==> src/rtl/mmm_pkg.sv <==
// ---------------------------------------------------------------------------
// mmm_pkg : shared widths, predictor record types and counter helper
// Revision: 1.0
// ---------------------------------------------------------------------------
`default_nettype none

package mmm_pkg;

   localparam int XLEN                = 32;
   localparam int BHT_ENTRIES_DEFAULT = 64;
   localparam int BTB_ENTRIES_DEFAULT = 64;

   typedef struct packed {
      logic            taken;
      logic [XLEN-1:0] target;
   } prediction_t;

   typedef struct packed {
      logic            valid;
      logic            mispredict;
      logic            taken;
      logic [XLEN-1:0] pc;
      logic [XLEN-1:0] target;
   } resolution_t;

   localparam logic [1:0] CNT_STRONG_NT = 2'b00;
   localparam logic [1:0] CNT_WEAK_NT   = 2'b01;
   localparam logic [1:0] CNT_STRONG_T  = 2'b11;

   function automatic logic [1:0] sat_update(input logic [1:0] cnt, input logic taken);
      logic [1:0] nxt;
      nxt = cnt;
      if (taken) begin
         if (cnt != CNT_STRONG_T) nxt = cnt + 2'd1;
      end else begin
         if (cnt != CNT_STRONG_NT) nxt = cnt - 2'd1;
      end
      return nxt;
   endfunction

endpackage

`default_nettype wire

==> src/rtl/branch_prediction_unit_btb.sv <==
// ---------------------------------------------------------------------------
// btb : direct-mapped branch target buffer, combinational read, sync write
// Revision: 1.0
// ---------------------------------------------------------------------------
`default_nettype none

module btb #(
   parameter int ENTRIES = 64,
   parameter int TAG_W   = 24,
   parameter int DATA_W  = 32
) (
   input  logic                       clk_i,
   input  logic                       rst_n_i,
   input  logic [$clog2(ENTRIES)-1:0] rd_idx,
   input  logic [TAG_W-1:0]           rd_tag,
   output logic                       rd_hit,
   output logic [DATA_W-1:0]          rd_target,
   input  logic                       wr_en,
   input  logic [$clog2(ENTRIES)-1:0] wr_idx,
   input  logic [TAG_W-1:0]           wr_tag,
   input  logic [DATA_W-1:0]          wr_target
);

   logic [ENTRIES-1:0] valid;
   logic [TAG_W-1:0]   tags    [ENTRIES];
   logic [DATA_W-1:0]  targets [ENTRIES];

   always_ff @(posedge clk_i or negedge rst_n_i) begin
      if (!rst_n_i) begin
         valid <= '0;
      end else if (wr_en) begin
         valid[wr_idx] <= 1'b1;
      end
   end

   // Tag/target storage carries no reset; valid alone qualifies a hit.
   always_ff @(posedge clk_i) begin
      if (wr_en) begin
         tags[wr_idx]    <= wr_tag;
         targets[wr_idx] <= wr_target;
      end
   end

   assign rd_hit    = valid[rd_idx] && (tags[rd_idx] == rd_tag);
   assign rd_target = targets[rd_idx];

endmodule

`default_nettype wire

==> src/rtl/branch_prediction_unit.sv <==
// ---------------------------------------------------------------------------
// branch_prediction_unit : bimodal BHT + direct-mapped BTB fetch predictor
// Revision: 1.0
// ---------------------------------------------------------------------------
`default_nettype none

module branch_prediction_unit
   import mmm_pkg::*;
#(
   parameter int BHT_ENTRIES = BHT_ENTRIES_DEFAULT,
   parameter int BTB_ENTRIES = BTB_ENTRIES_DEFAULT
) (
   input  logic            clk_i,
   input  logic            rst_n_i,
   input  logic            flush_i,
   input  logic [XLEN-1:0] pc_i,
   input  resolution_t     res_i,
   output prediction_t     pred_o
);

   localparam int BHT_IDX_W = $clog2(BHT_ENTRIES);
   localparam int BTB_IDX_W = $clog2(BTB_ENTRIES);
   localparam int TAG_W     = XLEN - BTB_IDX_W - 2;

   logic [1:0]           bht [BHT_ENTRIES];
   logic [BHT_IDX_W-1:0] lkp_bht_idx;
   logic [BHT_IDX_W-1:0] upd_bht_idx;
   logic [BTB_IDX_W-1:0] lkp_btb_idx;
   logic [BTB_IDX_W-1:0] upd_btb_idx;
   logic [TAG_W-1:0]     lkp_tag;
   logic [TAG_W-1:0]     upd_tag;
   logic                 btb_hit;
   logic [XLEN-1:0]      btb_target;
   logic                 pred_taken;
   logic [XLEN-1:0]      pred_target;
   logic                 btb_wr_en;
   logic                 unused_res;

   assign lkp_bht_idx = pc_i[BHT_IDX_W+1:2];
   assign upd_bht_idx = res_i.pc[BHT_IDX_W+1:2];
   assign lkp_btb_idx = pc_i[BTB_IDX_W+1:2];
   assign upd_btb_idx = res_i.pc[BTB_IDX_W+1:2];
   assign lkp_tag     = pc_i[XLEN-1:BTB_IDX_W+2];
   assign upd_tag     = res_i.pc[XLEN-1:BTB_IDX_W+2];
   assign btb_wr_en   = res_i.valid & res_i.taken;

   // Training is identical for mispredicts; the flag is carried for visibility only.
   assign unused_res  = ^{res_i.mispredict, res_i.pc[1:0]};

   btb #(
      .ENTRIES (BTB_ENTRIES),
      .TAG_W   (TAG_W),
      .DATA_W  (XLEN)
   ) u_btb (
      .clk_i     (clk_i),
      .rst_n_i   (rst_n_i),
      .rd_idx    (lkp_btb_idx),
      .rd_tag    (lkp_tag),
      .rd_hit    (btb_hit),
      .rd_target (btb_target),
      .wr_en     (btb_wr_en),
      .wr_idx    (upd_btb_idx),
      .wr_tag    (upd_tag),
      .wr_target (res_i.target)
   );

   // Reads see pre-update table state, so a same-cycle train is visible next lookup.
   assign pred_taken  = btb_hit & bht[lkp_bht_idx][1];
   assign pred_target = pred_taken ? btb_target : (pc_i + XLEN'(4));

   always_ff @(posedge clk_i or negedge rst_n_i) begin
      if (!rst_n_i) begin
         pred_o <= '0;
      end else if (flush_i) begin
         pred_o <= '0;
      end else begin
         pred_o.taken  <= pred_taken;
         pred_o.target <= pred_target;
      end
   end

   always_ff @(posedge clk_i or negedge rst_n_i) begin
      if (!rst_n_i) begin
         for (int i = 0; i < BHT_ENTRIES; i++) begin
            bht[i] <= CNT_WEAK_NT;
         end
      end else if (res_i.valid) begin
         bht[upd_bht_idx] <= sat_update(bht[upd_bht_idx], res_i.taken);
      end
   end

endmodule

`default_nettype wire

==> config.mk <==
export PLATFORM = sky130hd
export DESIGN_NAME = branch_prediction_unit
export DESIGN_NICKNAME = d
export VERILOG_FILES = /design/src/rtl/mmm_pkg.sv /design/src/rtl/branch_prediction_unit_btb.sv /design/src/rtl/branch_prediction_unit.sv
export SDC_FILE = /design/constraint.sdc
export NUM_CORES = 2
export LEC_CHECK = 0
export CORE_UTILIZATION = 50
export DETAILED_ROUTE_END_ITERATION = 10
export MAX_ROUTING_LAYER = met4
export PLACE_DENSITY = 0.7
export SLEW_MARGIN = 10
export SYNTH_ARGS = -nofsm -noshare
export SYNTH_HDL_FRONTEND = slang
export SYNTH_SLANG_ARGS = --single-unit
==> constraint.sdc <==
create_clock -name clk_i -period 4.6 [get_ports clk_i]
set_input_delay 0.92 -clock clk_i [delete_from_list [all_inputs] [get_ports clk_i]]
set_output_delay 0.92 -clock clk_i [all_outputs]
set_load 0.03 [all_outputs]
==> out/qor.yml <==
routing:
  wl_per_cell_um: 37.3
  drt_iter0_drc: 12288
  postRouteAntennaNets: 0
  vias: 76992
  drc: 0
  dr.pass1.iters: 8
  via_per_inst: 6.62
  finalWirelength_um: 433000
finish:
  drive_above_1_share_pct: 32.2
  final_util_pct: 58.7
  finish.instance_area_sq_um: 171000
  ff_latch_area_sq_um: 113000
  fillers: 20426
  area_delta_synth_final_pct: 16.4
  multi_input_comb_area_sq_um: 32600
  final_net_count: 7491
critical_path:
  cp_common_cell: "buf_12"
  worstSetupEndpointType: "flop"
  crit_type: "in2reg"
  cp.arrival_ns: 5.15
  critical-path-max-stage-delay_ns: 0.53
  rr_worst_depth: 10
  start_kind: "input pin"
  crit_slowest_cell: "mux4_2"
  cp.required_ns: 5.42
  worstPathMaxFanout: 26
  worstPathCellList: "buf_16, buf_12, buf_12, buf_4, mux4_2, a22oi_1, a21oi_1, nor4_4, buf_4, xnor2_1, a2111oi_0, nand4b_1, nor4_4, buf_12, mux2_2"
timing:
  period_share_pct: 94.2
  tightest_slew_ns: 1.33
  hold_viol_final: 0
  finalClockSkew_ns: 0.0596
  finalSetupViolCount: 0
  whs_ns: 0.470
  maxSlewViolCount: 0
  fin_crit_ns: 4.33
  max-slew-margin-rel_pct: 11.3
  max_freq_ghz: 0.231
  grt_setup_unrepaired: "no"
global_routing:
  grt_pass1_vias: 76176
  grt_pass1_wl_um: 597000
  grt_usage_pct: 30.2
  grt_max_degree: 116
  antenna_found_initial: 29
  grt_overflow_total: 0
hold_path:
  hold_depth: 1
  hold_path_class: "reg2reg"
logic_synthesis:
  ys_seq_area_share_pct: 77.0
  async_flop_share_pct: 5.91
  synth.distinct_cells: 79
  syn_nets: 6718
  ys_ff_latch: 3809
  avgSynthCellArea_sq_um: 22.2
  synth_cells: 6615
  yosys_warnings: 0
  synth_edf_count: 3584
  syn-cell-area_sq_um: 147000
  synth_flop_cell: "edfxtp_1"
power_and_ir_drop:
  power.total_mw: 72.6
  p_leak_nw: 54.8
  vdd_ir_drop_max_mv: 0.352
  p_per_area_nw_per_um2: 424
clock_network:
  clk_latency_ns: 0.97
  htreeDepth: 5
  cts_num_sinks: 3809
  numCtsBuffers: 376
  clock-root-buffer: "clkbuf_16"
  cts_tree: "yes"
  clk_path_buf_depth: 4
  cts.clk_slew.worst_paths_ns: 0.06
placement:
  port_buffers: 131
  placed_area_sq_um: 159000
  gp_congestion: 0.925
  dp_hpwl_um: 253000
die:
  dieHeight_um: 544
  ios: 135
  fp.dieW_um: 544
  dieArea_sq_um: 296000
  initial_utilization_pct: 50.4
  rows: 198
  coreArea_sq_um: 292000
flow_run:
  cap_violations: 0
status:
  status: "finished, final reports clean"
[critical path, delay by kind of cell]
kind                   cells  cell delay, ns
AO/OA/AOI/OAI              3            0.87
XOR/XNOR                   1            0.14
multiplexers               2            0.90
buffers and inverters      6            1.30
AND/OR/NAND/NOR            3            0.90
[cell type report]
type | instances | share of cell area, %
Tap cell | 3900 | 2.85
Inverter | 14 | 0.0365
Timing Repair Buffer | 747 | 4.89
Multi-Input combinational cell | 2440 | 19.0
Clock buffer | 496 | 5.88
Antenna cell | 21 | 0.0307
Sequential cell | 3809 | 66.2
Clock inverter | 196 | 1.13
[stage by stage]
stage	TNS [ns]	worst slack, ns	instances
global placement	-24.74	-0.811	10909
detailed placement	-22.53	-0.737	10909
floorplan	-2227.77	-0.743	6615
global route	0	0.106	11619
finish	0	0.266	11623
CTS	0	0.233	11602
[flip-flops by register name (all words and copies together), names as in the netlist]
signal and count:
bht 128, pred_o 33, u_btb.valid 64, u_btb.tags 1536, u_btb.targets 2048
[cells in the mapped netlist, types with 24 or more instances]
cell	number	area, sq um
a21oi_1	31	155
a221oi_1	24	210
a22oi_1	115	863
buf_1	34	128
buf_2	91	455
buf_4	27	203
buf_6	25	282
clkbuf_1	175	657
dfrtp_1	161	4030
dfstp_2	64	1680
edfxtp_1	3584	108000
mux2_2	35	394
mux2i_1	128	1280
mux4_2	1034	23300
nand2_1	331	1240
nand3_1	50	250
nor2_1	121	454
o21ai_0	151	756
or2_2	67	419
xnor2_1	28	245
[layout by cell type (no fill, tap or decap), types with 22 or more instances in the layout]
| master | netlist | routed |
|---|---|---|
| buf_12 | 0 | 215 |
| nand3_1 | 50 | 50 |
| clkinv_2 | 0 | 60 |
| mux2i_1 | 128 | 128 |
| buf_4 | 27 | 402 |
| xor2_1 | 23 | 23 |
| a221oi_1 | 24 | 24 |
| nand2_1 | 331 | 331 |
| bufinv_16 | 0 | 26 |
| a31oi_1 | 23 | 23 |
| clkdlybuf4s50_1 | 0 | 69 |
| dfstp_2 | 64 | 64 |
| clkinv_1 | 1 | 73 |
| xnor2_1 | 28 | 28 |
| clkbuf_16 | 0 | 379 |
| a22oi_1 | 115 | 115 |
| or2_2 | 67 | 67 |
| mux2_2 | 35 | 35 |
| buf_2 | 91 | 56 |
| o22ai_1 | 23 | 23 |
| o21ai_0 | 151 | 151 |
| dfrtp_1 | 161 | 161 |
| mux4_2 | 1034 | 1034 |
| nor2_4 | 0 | 65 |
| nor2_1 | 121 | 55 |
| edfxtp_1 | 3584 | 3584 |
| and2_1 | 23 | 22 |
| a21oi_1 | 31 | 31 |
| clkbuf_1 | 175 | 103 |
[final timing paths]
path,startpoint,end,slack [ns]
min in group asynchronous,rst_n_i,u_btb.valid[51],0.57
max in group asynchronous,rst_n_i,u_btb.valid[30],2.90
setup / recovery,pc_i[2],pred_o[26],0.27
setup reg to reg,u_btb.tags[58][14],pred_o[26],0.53
hold / removal,u_btb.valid[22],u_btb.valid[22],0.47
hold reg to reg,u_btb.valid[22],u_btb.valid[22],0.47
[power by group]
| part | internal (mW) | switching, mW | total [mW] | leakage (nW) |
|---|---|---|---|---|
| Combinational | 1.64 | 2.32 | 3.96 | 13.9 |
| Clock | 17.0 | 13.2 | 30.2 | 5.84 |
| Sequential | 38.3 | 0.175 | 38.5 | 35.0 |
[cell families (layout without fill, tap and decap cells)]
group,Yosys count,after routing,share of synthesized area (%)
xor gates and xnor gates,51,51,0.304
buffers and inverters,366,1453,1.21
muxes,1205,1205,17.0
adders and majority gates,3,3,0.0221
DFF,3809,3809,77.0
and+or+nand+nor,706,706,2.24
other,0,21,0
AOI/OAI and AO/OA,475,475,2.17
[routing by layer]
layer  routed length (um)  up-vias  track usage [%]
met5                    0        -                -
met4                23400        0             14.4
li1                     -    29492                -
met2               208000     5529             46.7
met3                48500     1057             5.73
met1               153000    40914             38.9
[what timing repair did]
item / 4_1_cts / 5_1_grt
buffers inserted: 0 / 0
hold buffers: 1 / 0
setup endpoints to repair: 0 / 18
endpoints found under the hold margin: 55 / 0
gates resized for setup: 0 / 1
(Power assumes the default switching activity.)
